$ cat config.mk
export PLATFORM = sky130hd
export DESIGN_NAME = rcc_sampler
export DESIGN_NICKNAME = d
export VERILOG_FILES = /design/src/rtl/rcc_pkg.sv /design/src/rtl/rcc_sync2.sv /design/src/rtl/rcc_sampler.sv
export SDC_FILE = /design/constraint.sdc
export NUM_CORES = 1
export LEC_CHECK = 0
export CAP_MARGIN = 5
export CORE_MARGIN = 4
export CORE_UTILIZATION = 57
export CTS_CLUSTER_DIAMETER = 120
export DETAILED_ROUTE_END_ITERATION = 8
export GPL_ROUTABILITY_DRIVEN = 0
export HOLD_SLACK_MARGIN = 0.03
export PLACE_DENSITY = 0.85
export SETUP_SLACK_MARGIN = 0.05
export SYNTH_ARGS = -nofsm -noshare
export SYNTH_HDL_FRONTEND = slang
export SYNTH_SLANG_ARGS = --single-unit
$ cat constraint.sdc
create_clock -name clk -period 7.1 [get_ports clk]
set_clock_uncertainty 0.05 [all_clocks]
set_input_delay 1.42 -clock clk [delete_from_list [all_inputs] [get_ports clk]]
set_output_delay 1.42 -clock clk [all_outputs]
set_load 0.05 [all_outputs]
$ cat src/rtl/rcc_pkg.sv
// rcc_pkg: shared definitions for the ripple-counter capture stage.
// Holds the counter width, the sampler FSM state type and the modulo-16 delta helper.
package rcc_pkg;

  localparam int RCC_W = 4;

  typedef enum logic {
    INIT  = 1'b0,
    TRACK = 1'b1
  } rcc_smp_state_t;

  // Forward distance from prev to cur on a free-running modulo-2^RCC_W counter.
  function automatic logic [RCC_W-1:0] rcc_delta(input logic [RCC_W-1:0] cur,
                                                 input logic [RCC_W-1:0] prev);
    return cur - prev;
  endfunction

endpackage

$ cat src/rtl/rcc_sync2.sv
// rcc_sync2: per-bit two-flop synchroniser with asynchronous active-high reset.
// Bits are synchronised independently, so a multi-bit bus may be skewed by one
// cycle between bits; the downstream stability filter removes such values.
module rcc_sync2 #(
  parameter int W = 1
) (
  input  logic         clk,
  input  logic         reset,
  input  logic [W-1:0] i_d,
  output logic [W-1:0] o_q
);

  logic [W-1:0] r_s1;
  logic [W-1:0] r_s2;

  genvar gi;
  generate
    for (gi = 0; gi < W; gi++) begin : g_bit
      // Two back-to-back flops per bit to let metastability resolve.
      always_ff @(posedge clk or posedge reset) begin
        if (reset) begin
          r_s1[gi] <= 1'b0;
          r_s2[gi] <= 1'b0;
        end else begin
          r_s1[gi] <= i_d[gi];
          r_s2[gi] <= r_s1[gi];
        end
      end
    end
  endgenerate

  assign o_q = r_s2;

endmodule

$ cat src/rtl/rcc_sampler.sv
// rcc_sampler: captures the asynchronous 4-bit ripple count, filters ripple
// glitches, accumulates modulo-16 deltas into an ACC_W-bit total and reports
// accumulator snapshots over a valid/ready channel.
// Optional feature: define RCC_SAMPLER_WRAP_EN to build the 15->0 wrap detector
// driving wrap_pulse; otherwise wrap_pulse is tied low.
module rcc_sampler
  import rcc_pkg::*;
#(
  parameter int ACC_W    = 16,
  parameter int STABLE_N = 2
) (
  input  logic             clk,
  input  logic             reset,
  input  logic [RCC_W-1:0] rc_q,
  input  logic             clr,
  output logic [ACC_W-1:0] acc,
  output logic             ovf,
  output logic             rpt_valid,
  input  logic             rpt_ready,
  output logic [ACC_W-1:0] rpt_acc,
  output logic             wrap_pulse
);

  localparam int               CNT_W    = $clog2(STABLE_N + 1);
  localparam logic [CNT_W-1:0] CNT_FULL = CNT_W'(STABLE_N);
  localparam logic [CNT_W-1:0] CNT_ONE  = CNT_W'(1);

  logic [RCC_W-1:0] w_s2;

  // Synchroniser fill tracking: s2 only carries real samples from the third edge on.
  logic [1:0]       r_prime;
  logic             w_primed;

  // Stability filter state.
  logic [RCC_W-1:0] r_cand;
  logic [CNT_W-1:0] r_cnt;
  logic [CNT_W-1:0] w_cnt_next;
  logic             w_accept;

  // Tracking state and accumulator.
  rcc_smp_state_t   r_state;
  rcc_smp_state_t   w_state_next;
  logic [RCC_W-1:0] r_last;
  logic [RCC_W-1:0] w_last_next;
  logic [ACC_W-1:0] r_acc;
  logic [ACC_W-1:0] w_acc_next;
  logic             r_ovf;
  logic             w_ovf_next;
  logic [ACC_W-1:0] w_delta;
  logic [ACC_W:0]   w_sum;
  logic             w_step;

  // Report channel.
  logic             r_rpt_valid;
  logic             w_rpt_valid_next;
  logic [ACC_W-1:0] r_rpt_acc;
  logic [ACC_W-1:0] w_rpt_acc_next;
  logic             r_upd;
  logic             w_upd_next;
  logic             w_launch;

  rcc_sync2 #(
    .W(RCC_W)
  ) u_sync (
    .clk  (clk),
    .reset(reset),
    .i_d  (rc_q),
    .o_q  (w_s2)
  );

  assign w_primed = (r_prime == 2'd2);

  // Count up to two edges after reset so the reset zeros in the synchroniser are never filtered as data.
  always_ff @(posedge clk or posedge reset) begin
    if (reset) begin
      r_prime <= 2'd0;
    end else if (!w_primed) begin
      r_prime <= r_prime + 2'd1;
    end
  end

  // Filter: count consecutive identical samples; accept on the edge that reaches STABLE_N.
  always_comb begin
    w_cnt_next = r_cnt;
    w_accept   = 1'b0;
    if (w_primed) begin
      if (w_s2 != r_cand) begin
        w_cnt_next = CNT_ONE;
      end else if (r_cnt != CNT_FULL) begin
        w_cnt_next = r_cnt + CNT_ONE;
      end
      w_accept = (w_cnt_next == CNT_FULL) && ((r_cnt != CNT_FULL) || (w_s2 != r_cand));
    end
  end

  // Filter registers, only advanced once the synchroniser holds real samples.
  always_ff @(posedge clk or posedge reset) begin
    if (reset) begin
      r_cand <= '0;
      r_cnt  <= '0;
    end else if (w_primed) begin
      r_cand <= w_s2;
      r_cnt  <= w_cnt_next;
    end
  end

  assign w_delta = ACC_W'(rcc_delta(w_s2, r_last));
  assign w_sum   = {1'b0, r_acc} + {1'b0, w_delta};
  assign w_step  = w_accept && (r_state == TRACK) && (w_s2 != r_last);

  // Next-state and datapath: INIT loads the first accepted value, TRACK accumulates deltas; clr zeroes acc/ovf but keeps counts from a coincident accept.
  always_comb begin
    w_state_next = r_state;
    w_last_next  = r_last;
    w_acc_next   = r_acc;
    w_ovf_next   = r_ovf;
    if (clr) begin
      w_acc_next = '0;
      w_ovf_next = 1'b0;
    end
    case (r_state)
      INIT: begin
        if (w_accept) begin
          w_last_next  = w_s2;
          w_state_next = TRACK;
        end
      end
      TRACK: begin
        if (w_step) begin
          w_last_next = w_s2;
          if (clr) begin
            w_acc_next = w_delta;
          end else begin
            w_acc_next = w_sum[ACC_W-1:0];
            w_ovf_next = r_ovf | w_sum[ACC_W];
          end
        end
      end
      default: w_state_next = INIT;
    endcase
  end

  // FSM and accumulator registers.
  always_ff @(posedge clk or posedge reset) begin
    if (reset) begin
      r_state <= INIT;
      r_last  <= '0;
      r_acc   <= '0;
      r_ovf   <= 1'b0;
    end else begin
      r_state <= w_state_next;
      r_last  <= w_last_next;
      r_acc   <= w_acc_next;
      r_ovf   <= w_ovf_next;
    end
  end

  // Report: launch the current acc when idle with an unreported update; hold the snapshot until the handshake.
  always_comb begin
    w_launch         = !r_rpt_valid && r_upd;
    w_rpt_valid_next = r_rpt_valid ? !rpt_ready : r_upd;
    w_rpt_acc_next   = w_launch ? r_acc : r_rpt_acc;
    w_upd_next       = w_launch ? w_step : (r_upd | w_step);
  end

  // Report channel registers; reset discards any pending report.
  always_ff @(posedge clk or posedge reset) begin
    if (reset) begin
      r_rpt_valid <= 1'b0;
      r_rpt_acc   <= '0;
      r_upd       <= 1'b0;
    end else begin
      r_rpt_valid <= w_rpt_valid_next;
      r_rpt_acc   <= w_rpt_acc_next;
      r_upd       <= w_upd_next;
    end
  end

`ifdef RCC_SAMPLER_WRAP_EN
  logic r_wrap;

  // Pulse for one cycle after an accepted step that went backwards numerically, i.e. the counter wrapped.
  always_ff @(posedge clk or posedge reset) begin
    if (reset) begin
      r_wrap <= 1'b0;
    end else begin
      r_wrap <= w_step && (w_s2 < r_last);
    end
  end

  assign wrap_pulse = r_wrap;
`else
  assign wrap_pulse = 1'b0;
`endif

  assign acc       = r_acc;
  assign ovf       = r_ovf;
  assign rpt_valid = r_rpt_valid;
  assign rpt_acc   = r_rpt_acc;

endmodule

# After elaboration in Yosys (flattened, before gate mapping)
# Cells that the tools add are included.
word_totals:
  register_bits: 56
  output_inout_bits: 35
  word_cells: 59
classes:
  add_sub_neg: 4
  eq_ne: 7
  muxes: 19
  bitwise_logic: 3
  n_reduce_logical: 8
op_table:
  columns: ["cell", "n"]
  rows:
  - ["2-to-1 mux 16 bit", 4]
  - ["adder 16 x 4 -> 17 bit", 1]
  - ["2-to-1 mux 1 bit", 9]
  - ["2-to-1 mux 4 bit", 2]
  - ["inequality test 4 bit", 2]
  - ["one-hot mux 4 bit (2 select lines)", 1]
  - ["2-to-1 mux 2 bit", 3]
  - ["adder 2 x 1 -> 2 bit (second input constant)", 2]
  - ["== test 2 bit (second input constant)", 2]
  - ["logical AND 1 bit", 4]
  - ["inequality test 2 bit (second input constant)", 2]
  - ["subtractor 4 bit", 1]
  - ["zero test 1 bit", 2]
  - ["inequality test 2 x 1 -> 1 bit (second input constant)", 1]
  - ["bitwise OR 1 bit", 2]
  - ["AND reduction 2 bit", 1]
  - ["logical OR 1 bit", 1]
  - ["NOT 1 bit", 1]

# Depth between registers and ports, before layout
# Gate-level depths: netlist (run 1).
depth:
  ltp_word: 11
  mapped_depth: 12
  ltp_nobuf: 11

# Hierarchy
# A second synthesis (run 1) with hierarchy kept.
unflattened:
  cells_unflattened: 222
  hier_area_um2: 2625.0
modules_own_cells:
  columns: ["mod", "n_inst", "cells_each", "area_per_inst_um2"]
  rows:
  - ["rcc_sampler", 1, 213, 2421.1]
  - ["rcc_sync2", 1, 9, 203.9]

# Worst setup path before layout (run 1)
# OpenSTA, ideal clock, no wires.
synth_path:
  path_type: "register to register"
  from: "reg u_sync.r_s2[0] (netlist: u_sync.o_q[0])"
  to: "reg r_acc[4] (netlist: acc[4])"
  t_arrival_ns: 2.702
  path_slack_ns: 4.216
  path_stages_with_launch: 12
  path_buffers: 0
  period_less_slack_ns: 2.884
  path_cell_list: "dfrtp_1 inv_1 ha_1 inv_1 fa_1 inv_1 fa_1 nand2b_1 o2bb2ai_1 nor4_1 xnor2_1 nor2_1"
synth_between:
  elab_chain_len: 10
  elab_cells_between_ends: 15
  classes_between: "add/sub: 2; eq/ne: 3; mux: 6; reduce/logical: 4"
synth_lines:
  columns: ["element", "line", "source"]
  rows:
  - ["start: declaration", "rcc_sync2.sv:14", "logic [W-1:0] r_s2;"]
  - ["start signal: indexed assignment", "rcc_sync2.sv:26", "r_s2[gi] <= r_s1[gi];"]
  - ["branches (longest 8 deep; another with adder 16 x 4 -> 17 bit)", null, null]
  - ["2-to-1 mux 16 bit (*)", "rcc_sampler.sv:129", "if (w_step) begin"]
  - ["2-to-1 mux 16 bit (*)", "rcc_sampler.sv:121", "case (r_state)"]
  - ["net w_acc_next[4]", "rcc_sampler.sv:46", "logic [ACC_W-1:0] w_acc_next;"]
  - ["end signal: assignment", "rcc_sampler.sv:153", "r_acc <= w_acc_next;"]
  - ["end: declaration", "rcc_sampler.sv:45", "logic [ACC_W-1:0] r_acc;"]
# Mark *: on every way through the listed nets, which the timed path passes. The select of a mux whose other input is x is not followed.
# A chain may end at the register's enable or synchronous reset.

# Worst setup path after layout (run 1)
layout_path:
  from: "reg u_sync.r_s2[0] (netlist: u_sync.o_q[0])"
  to: "reg r_acc[12] (netlist: acc[12])"
# The elaborated chain is that of the path after synthesis.

==> results of run 1 <==
[placed cells by master, fill, tap and decap left out, drive strengths merged, types with 2 or more instances in the layout]
master and instances:
o21ai 5, mux2i 3, o31ai 9, ha 10
mux2 25, xor2 3, nand3b 4, fa 2
nor4 2, buf 2, a21oi 16, clkdlybuf4s50 41
nor2 10, clkbuf 6, nand3 8, nand2 10
xnor2 8, o41ai 2, dfrtp 56, or4 8
nand4 4, inv 15, or2 2
[logic make-up after synthesis]
family	synth area share (%)
compound gates	8.60
flops	53.5
fa+ha+maj	6.30
buf+inv	3.87
simple gates	11.7
other cells	0.143
mux	11.9
xor+xnor	3.96
[registers in the layout, summed over array words and instances, names as in the netlist]
name,count
ovf,1
acc,16
r_last,4
u_sync.r_s1,4
r_cand,4
r_upd,1
r_prime,2
rpt_valid,1
r_state,1
r_cnt,2
rpt_acc,16
u_sync.o_q,4
[where the power goes]
group	internal [mW]	switching (mW)	leakage, nW
logic	0.0940	0.136	0.563
clock network	0.0704	0.103	0.0414
registers	0.345	0.0195	0.730
total	0.509	0.259	1.33
[synthesized netlist by cell type (3+ instances only)]
master | count | area (sq um)
inv_1 | 15 | 56.3
nor2_1 | 10 | 37.5
or4_1 | 8 | 60.1
o21ai_0 | 5 | 25.0
o31ai_1 | 9 | 67.6
nand4_1 | 4 | 25.0
nand3_1 | 8 | 40.0
nand3b_1 | 4 | 30.0
mux2_2 | 25 | 282
nand2_1 | 10 | 37.5
xnor2_1 | 8 | 70.1
ha_1 | 10 | 125
mux2i_1 | 3 | 30.0
dfrtp_1 | 56 | 1400
clkbuf_1 | 7 | 26.3
a21oi_1 | 16 | 80.1
[layout make-up]
type                       count  area, sq um
clock buffer                   6         72.6
multi-input combinational    142         1120
sequential                    56         1400
fill                         328         1260
tap                           52         65.1
clock inverter                 2         16.3
inverter                      15         56.3
timing repair buffer          43          425
[worst paths after layout]
check | start | to | cells after the start
max in group asynchronous | reset | acc[2] | 3
min reg2reg | u_sync.r_s1[0] | u_sync.o_q[0] | 0
max | u_sync.o_q[0] | acc[12] | 11
min | u_sync.r_s1[0] | u_sync.o_q[0] | 0
max reg2reg | u_sync.o_q[0] | acc[12] | 11
min in group asynchronous | reset | acc[11] | 3
[critical path, cell delays in order (launching register included)]
cell and delay (ns):
dfrtp_1 0.42, inv_1 0.07, ha_1 0.14, inv_1 0.05
fa_1 0.53, inv_1 0.08, fa_1 0.41, nand2b_1 0.16
o2bb2ai_1 0.25, nor4_1 0.68, nand3b_1 0.14, a21oi_1 0.21
[routing by layer]
layer	up-vias	share of wire (%)	GRT usage, %	wire [um]
li1	873	-	-	-
met5	-	0	0	0
met2	39	49	27.9	2220
met3	7	4.8	4.09	216
met4	0	1.6	6.41	73
met1	869	44	23.4	2010
==> flow_summary.json, run 1 <==
{
  "total_power_mw": 0.768,
  "async_flop_share_pct": 100,
  "synth_area_sq_um": 2620,
  "grt_max_degree": 57,
  "grt.overflow.total": 0,
  "path_clk_slew_ns": 0.10,
  "clock_path_buffers": 2,
  "fin_area_sq_um": 3150,
  "ys_ff_latch": 56,
  "final_core_util_pct": 71.5,
  "worst_pin_slew_ns": 0.808,
  "instances_no_fill": 316,
  "ant_nets": 0,
  "fmax_mhz": 305,
  "fin_crit_sh_pct": 46.2,
  "start_util_pct": 59.4,
  "drv_slew": 0,
  "clk_latency_ns": 0.31,
  "cts_root_buf": "clkbuf_8",
  "area_growth_pct": 20.4,
  "dpl.hpwl_um": 3330,
  "final-setup-viol-count": 0,
  "avgSynthCellArea_sq_um": 11.8,
  "synth_cells": 222,
  "ir_worst_vdd_uv": 204,
  "cts_sinks": 56,
  "period_needed_ns": 3.28,
  "synth-warning-count": 0,
  "die_x_um": 75.8,
  "grt_pass1_wl_um": 7680,
  "slew_headroom_pct": 46.1,
  "nets": 283,
  "die_h_um": 75.8,
  "setup_slack_ns": 3.82,
  "routedWlPerCell_um": 14.3,
  "maxCapViolCount": 0,
  "hold_path_class": "register to register",
  "cts_resized": 0,
  "antenna_found_initial": 0,
  "grt_pass1_vias": 1662,
  "synth.distinct_cells": 35,
  "place_inst": 308,
  "syn_nets": 242,
  "leakage_nw": 1.33,
  "placed_area_sq_um": 3070,
  "diodes": 0,
  "hold_buffers": 0,
  "hold_ws_ns": 0.308,
  "ys.flop_type": "dfrtp_1",
  "via_per_inst": 5.66,
  "yosysSeqAreaShare_pct": 53.5,
  "rsz0062_at_grt": "no",
  "drive_above_1_share_pct": 15.5,
  "crit_fanout": 9,
  "start_kind": "register",
  "port_buffers": 41,
  "setup.worst_path.end_class": "register",
  "core.rowCount": 24,
  "track_usage_pct": 17.5,
  "arrival_ns": 3.45,
  "htree_levels": 2,
  "pre_cts_ws_ns": 3.85,
  "fin_setup_tns_ns": 0,
  "vias": 1788,
  "io_pins": 43,
  "reg2reg_slack_ns": 3.82,
  "drt-initial-drc-count": 113,
  "pwr_density_cell_nw_per_um2": 244,
  "dieArea_sq_um": 5740,
  "postCtsSetupRepairBufs": 0,
  "core_area_sq_um": 4410,
  "cts_tree": "done",
  "worstSetupPathType": "register to register",
  "cts_buffers": 5,
  "outcome": "completed",
  "synth-edff-count": 0,
  "cp_data_required_time_ns": 7.27,
  "first_pass_iters": 4,
  "drc": 0,
  "drt_wl_total_um": 4510,
  "hold_violations": 0
}
(Power assumes the default switching activity.)
==> run 2: changes to the inputs <==
--- a/config.mk
+++ b/config.mk
@@ -7,12 +7,12 @@
 export LEC_CHECK = 0
 export CAP_MARGIN = 5
 export CORE_MARGIN = 4
-export CORE_UTILIZATION = 57
+export CORE_UTILIZATION = 53
 export CTS_CLUSTER_DIAMETER = 120
 export DETAILED_ROUTE_END_ITERATION = 8
 export GPL_ROUTABILITY_DRIVEN = 0
 export HOLD_SLACK_MARGIN = 0.03
-export PLACE_DENSITY = 0.85
+export PLACE_DENSITY = 0.79
 export SETUP_SLACK_MARGIN = 0.05
 export SYNTH_ARGS = -nofsm -noshare
 export SYNTH_HDL_FRONTEND = slang
==> constraint.sdc (replaced) <==
create_clock -name clk -period 3.1 [get_ports clk]
set_clock_uncertainty 0.05 [all_clocks]
set_input_delay 0.62 -clock clk [delete_from_list [all_inputs] [get_ports clk]]
set_output_delay 0.62 -clock clk [all_outputs]
set_load 0.05 [all_outputs]
==> run 2 against run 1 <==
  * Worst setup slack lost 3.5 ns
  * Non-clock buffer count increased by 4
  * Flip-flop and latch count stayed put
  * Routed wire length increased by 4.5%
  * Largest cell class unchanged
  * Global-route usage is 0.83 points lower
  * Die area is 6.7% higher
  * Design area increased by 4.4%
  * Critical path depth fell by 1
  * First-iteration DRC count shrank 12%
  * Core utilization shrank 2.2 points
  * Clock-buffer cell count did not move
==> flow_summary.json, run 2 (same netlist as run 1, synthesis figures left out) <==
{
  "critPathLaunch": "u_sync.o_q[0]",
  "vias": 1820,
  "drive_above_1_share_pct": 19.8,
  "seqPwrFrac_pct": 44.0,
  "htree_levels": 2,
  "first_pass_iters": 4,
  "cp_data_required_time_ns": 3.26,
  "drt_wl_total_um": 4720,
  "core.rowCount": 25,
  "path_cells": "inv_1, ha_1, inv_1, fa_1, inv_1, fa_2, nand2b_4, o2bb2ai_4, or4_1, a21oi_1",
  "io_pins": 43,
  "area_growth_pct": 25.7,
  "cts_tree": "done",
  "via_per_inst": 5.43,
  "rsz0062_at_grt": "no",
  "final_cell_mix": "56 x dfrtp_1, 41 x clkdlybuf4s50_1, 25 x mux2_2",
  "pwr_density_cell_nw_per_um2": 576,
  "hold_violations": 0,
  "dieArea_sq_um": 6130,
  "path_clk_slew_ns": 0.09,
  "leakage_nw": 1.39,
  "clk_latency_ns": 0.31,
  "worstReg2RegEnd": "acc[14]",
  "instances_no_fill": 335,
  "power_frac_comb_pct": 30.1,
  "place_inst": 326,
  "pwr-share-clk_pct": 25.9,
  "track_usage_pct": 16.7,
  "worst_path_max_delay_cell": "fa_1",
  "start_kind": "register",
  "clock_path_buffers": 2,
  "nets": 287,
  "rr_worst_depth": 10,
  "cp_common_cell": "inv_1",
  "reg2reg_slack_ns": 0.30,
  "slowest_delay_ns": 0.52,
  "start_util_pct": 55.1,
  "cts_root_buf": "clkbuf_8",
  "worstSetupEndpoint": "acc[14]",
  "ant_nets": 0,
  "p_sw_mw": 0.613,
  "final-setup-viol-count": 0,
  "grt.overflow.total": 0,
  "port_buffers": 41,
  "drv_slew": 0,
  "maxCapViolCount": 0,
  "crit_fanout": 9,
  "core_area_sq_um": 4750,
  "dpl.hpwl_um": 3430,
  "period_needed_ns": 2.80,
  "outcome": "completed",
  "hold_ws_ns": 0.305,
  "drt-initial-drc-count": 99,
  "grt_pass1_vias": 1784,
  "arrival_ns": 2.96,
  "fin_crit_sh_pct": 90.4,
  "ir_worst_vdd_uv": 347,
  "setup.worst_path.end_class": "register",
  "fin_setup_tns_ns": 0,
  "grt_pass1_wl_um": 8120,
  "intPower_mw": 1.28,
  "worst_pin_slew_ns": 0.753,
  "fmax_mhz": 357,
  "worstSetupPathType": "register to register",
  "routedWlPerCell_um": 14.1,
  "final_core_util_pct": 69.3,
  "die_h_um": 78.3,
  "cts_sinks": 56,
  "slew_headroom_pct": 49.6,
  "antenna_found_initial": 0,
  "die_x_um": 78.3,
  "hold_path_class": "register to register",
  "swShare_pct": 32.3,
  "grt_max_degree": 32,
  "final_common_cell": "dfrtp_1",
  "drc": 0,
  "rr_startpoint": "u_sync.o_q[0]",
  "diodes": 0,
  "cts_buffers": 5,
  "min_from": "u_sync.r_s1[3]"
}
run 2: changes by cell type in the layout (fill, tap and decap cells not counted), sizes merged:
| cell | delta |
|---|---|
| buf | +4 |
| bufinv | +1 |
| clkinvlp | -1 |
run 2: worst max-delay path, delay by kind of cell (launching register included):
kind / cells / cell delay, ns
buffers and inverters: 3 / 0.18
and+or+nand+nor: 2 / 0.68
DFF: 1 / 0.41
adders and majority gates: 3 / 1.03
AOI/OAI and AO/OA: 2 / 0.35
run 2: repair_timing:
action,in CTS,in global routing
hold buffers,0,0
setup buffers,0,1
resized for setup,0,8
endpoints found under the setup margin,0,13
run 2: final cells by class:
cell class	count	area [sq um]
multi-input combinational	142	1160
timing repair buffer	47	468
fill	365	1460
clock inverter	2	38.8
clock buffer	6	82.6
inverter	15	56.3
sequential	56	1400
tap	67	83.8
run 2: power groups by stage:
stage          sequential, mW  combinational, mW  clock (mW)
6_report                0.835              0.570       0.491
5_1_grt                 0.846              0.630       0.541
4_1_cts                 0.836              0.536       0.512
3_5_place_dp            0.851              0.535           0
3_3_place_gp            0.846              0.518           0
2_1_floorplan           0.922              0.333           0
run 2: per-stage QoR:
stage               total power, mW  setup WS [ns]  cell area [sq um]
floorplan                      1.25          0.216               2620
finish                         1.90          0.299               3290
detailed placement             1.39         0.0761               3120
global route                   2.02          0.107               3290
CTS                            1.88         0.0501               3240
global placement               1.36          0.145               3120
run 2: worst min path at each step:
| stage | endpoint | slack (ns) | depth (start not counted) |
|---|---|---|---|
| floorplan | u_sync.o_q[0] | 0.28 | 0 |
| finish | u_sync.o_q[3] | 0.31 | 0 |
| CTS | u_sync.o_q[3] | 0.31 | 0 |
| global route | u_sync.o_q[1] | 0.33 | 0 |
| detailed placement | u_sync.o_q[2] | 0.29 | 0 |
| global placement | u_sync.o_q[1] | 0.28 | 0 |
run 2: routing by layer:
metal	track usage (%)	wire [um]	part of all wire, %
met1	21.2	2160	46
met4	6.12	60	1.3
met3	3.56	154	3.3
met5	0	0	0
met2	28.2	2340	50
==> patch: new RTL, config.mk and constraints of run 2 <==
The option `RCC_SAMPLER_WRAP_EN` is turned on by a define.
--- a/src/rtl/rcc_sampler.sv
+++ b/src/rtl/rcc_sampler.sv
@@ -5,2 +5,4 @@
 // driving wrap_pulse; otherwise wrap_pulse is tied low.
+`define RCC_SAMPLER_WRAP_EN
+
 module rcc_sampler
Behaviour: not the same (Yosys sat finds a counterexample within 10 cycles, from zero or initial values and one cycle with reset high).
==> patch against run 2 <==
Sequential cell count rose by 1. Global-route usage increased by 0.98 points. Final cell count up 4.8%. Count of clock-buffer cells in the layout increased by 8. Worst setup slack got worse by 240 ps. Wire length is 7.7% higher. Sequential share of layout area is 1.6 points lower. Hold slack worse by 7.0 ps. Total power grew 9.7%. Combinational power increased by 2%. Final area increased by 5.7%. Synthesized area increased by 2.1%. Highest routed layer unchanged.
==> patch: results (changes against run 2) <==
Non-Filler Instances -> 351 (+4.8%)
Post-Place Cells -> 331 (+1.5%)
Worst-Margin Slew -> 599 ps (-155 ps)
Hpwl dp -> 3520 um (+2.6%)
Met3 WL -> 241 um (+56%)
LEAKAGE -> 1.53 nW (+10%)
Delay-heaviest family, CP -> simple AND/OR/NAND/NOR gates
First DRT Iteration DRCs -> 164 (+66%)
Pin count of the biggest net entering global routing -> 30 (-6.3%)
Synth Area in Adders -> 6.64% (+0.34 points)
First-pass iteration count of the detailed router -> 4 (unchanged)
CTS buffer count -> 9 (+4)
Post-synth cell types -> 40 (+14%)
Mapped Nets -> 245 (+1.2%)
Gate Count Post-Synth -> 224 (+0.90%)
Total Wirelength -> 5080 um (+7.7%)
Compound-Gate Fraction of Synth Area -> 8.98% (+0.39 points)
CP max FO -> 5 (-4)
Reg clk slew, reported paths -> 60 ps (-30 ps)
Mux cell area share after synthesis -> 12.0% (+0.14 points)
Max cap viols -> 0 (unchanged)
Crit-path max cell delay -> 590 ps (+70 ps)
DRT met1 WL -> 2180 um (+0.65%)
PnR worst setup slack -> 57.8 ps (-241 ps)
Crit-path slowest cell -> or4_4
Via count -> 1927 (+5.9%)
Share of post-route cells with drive strength above 1 -> 24.6% (+4.9 points)
# H-tree levels -> 3 (+1)
Sequential share of the synthesized area -> 53.3% (-0.14 points)
Total GRT Usage -> 17.7% (+0.98 points)
Synth Area in XOR/XNOR -> 3.51% (-0.45 points)
Post-synth top cells -> dfrtp_1 (57), mux2_2 (25), inv_1 (19)
Net Switching -> 0.664 mW (+8.3%)
Port Buf Inserts -> 42 (+2.4%)
R2R setup slack -> 60 ps (-240 ps)
Status -> finished, final reports clean
Min Hold Slack -> 298 ps (-7.03 ps)
Fin nets -> 300 (+4.5%)
Clock insertion delay at the later pin of the skew report -> 330 ps (+20 ps)
Antenna fix cells -> 0 (unchanged)
Peak supply drop -> 0.560 mV (+62%)
Post-place setup slack -> -4.48 ps (-80.5 ps)
patch: cell count changes in the layout (fill, tap and decap cells not counted), sizes merged, moves of 5 or more:
cell           run 2  this run
clkbuf             6        14
o31ai              9         1
or4                8         3
or4b               1         6
patch: power groups by stage:
stage | sequential [mW] | combinational, mW | clock, mW
finish | 0.844 | 0.584 | 0.652
global route | 0.854 | 0.649 | 0.705
CTS | 0.845 | 0.557 | 0.666
detailed placement | 0.859 | 0.551 | 0
global placement | 0.855 | 0.541 | 0
floorplan | 0.934 | 0.338 | 0
patch: what timing repair did:
| action | in CTS | in global routing |
|---|---|---|
| resized for setup | 0 | 15 |
| buffers inserted | 2 | 1 |
| setup endpoints to repair | 5 | 13 |
| gates cloned | 0 | 1 |
| pin swaps | 1 | 15 |
patch: cell type report:
cell class,count,area [um2]
clock buffers,14,183
clock inverters,2,10.0
fillers,357,1340
inverters,19,71.3
multi-input cells,140,1190
flip-flops and latches,57,1430
well taps,67,83.8
repair buffers,52,515
patch: layer usage:
metal,global-route usage [%],vias to the layer above
met3,4.08,11
met2,28.8,52
li1,-,917
met1,22.5,947
met4,7.73,0
met5,0,-
patch: path summary, 6_finish.rpt:
check	start	endpoint	cells past startpoint
worst max-delay path	u_sync.o_q[0]	acc[14]	11
worst min-delay path	u_sync.r_s1[1]	u_sync.o_q[1]	0
worst max register to register	u_sync.o_q[0]	acc[14]	11
worst min register to register	u_sync.r_s1[1]	u_sync.o_q[1]	0
max in group asynchronous	reset	rpt_acc[0]	3
min in group asynchronous	reset	r_upd	2
patch: worst reg2reg max path, cell delays in order (launching register included):
cell and delay (ps):
dfrtp_1 380, inv_1 60, ha_2 170, inv_2 40, fa_2 540, inv_2 50, fa_2 340, nand2b_4 150
o2bb2ai_2 130, or4_4 590, or3_4 350, a21oi_2 120
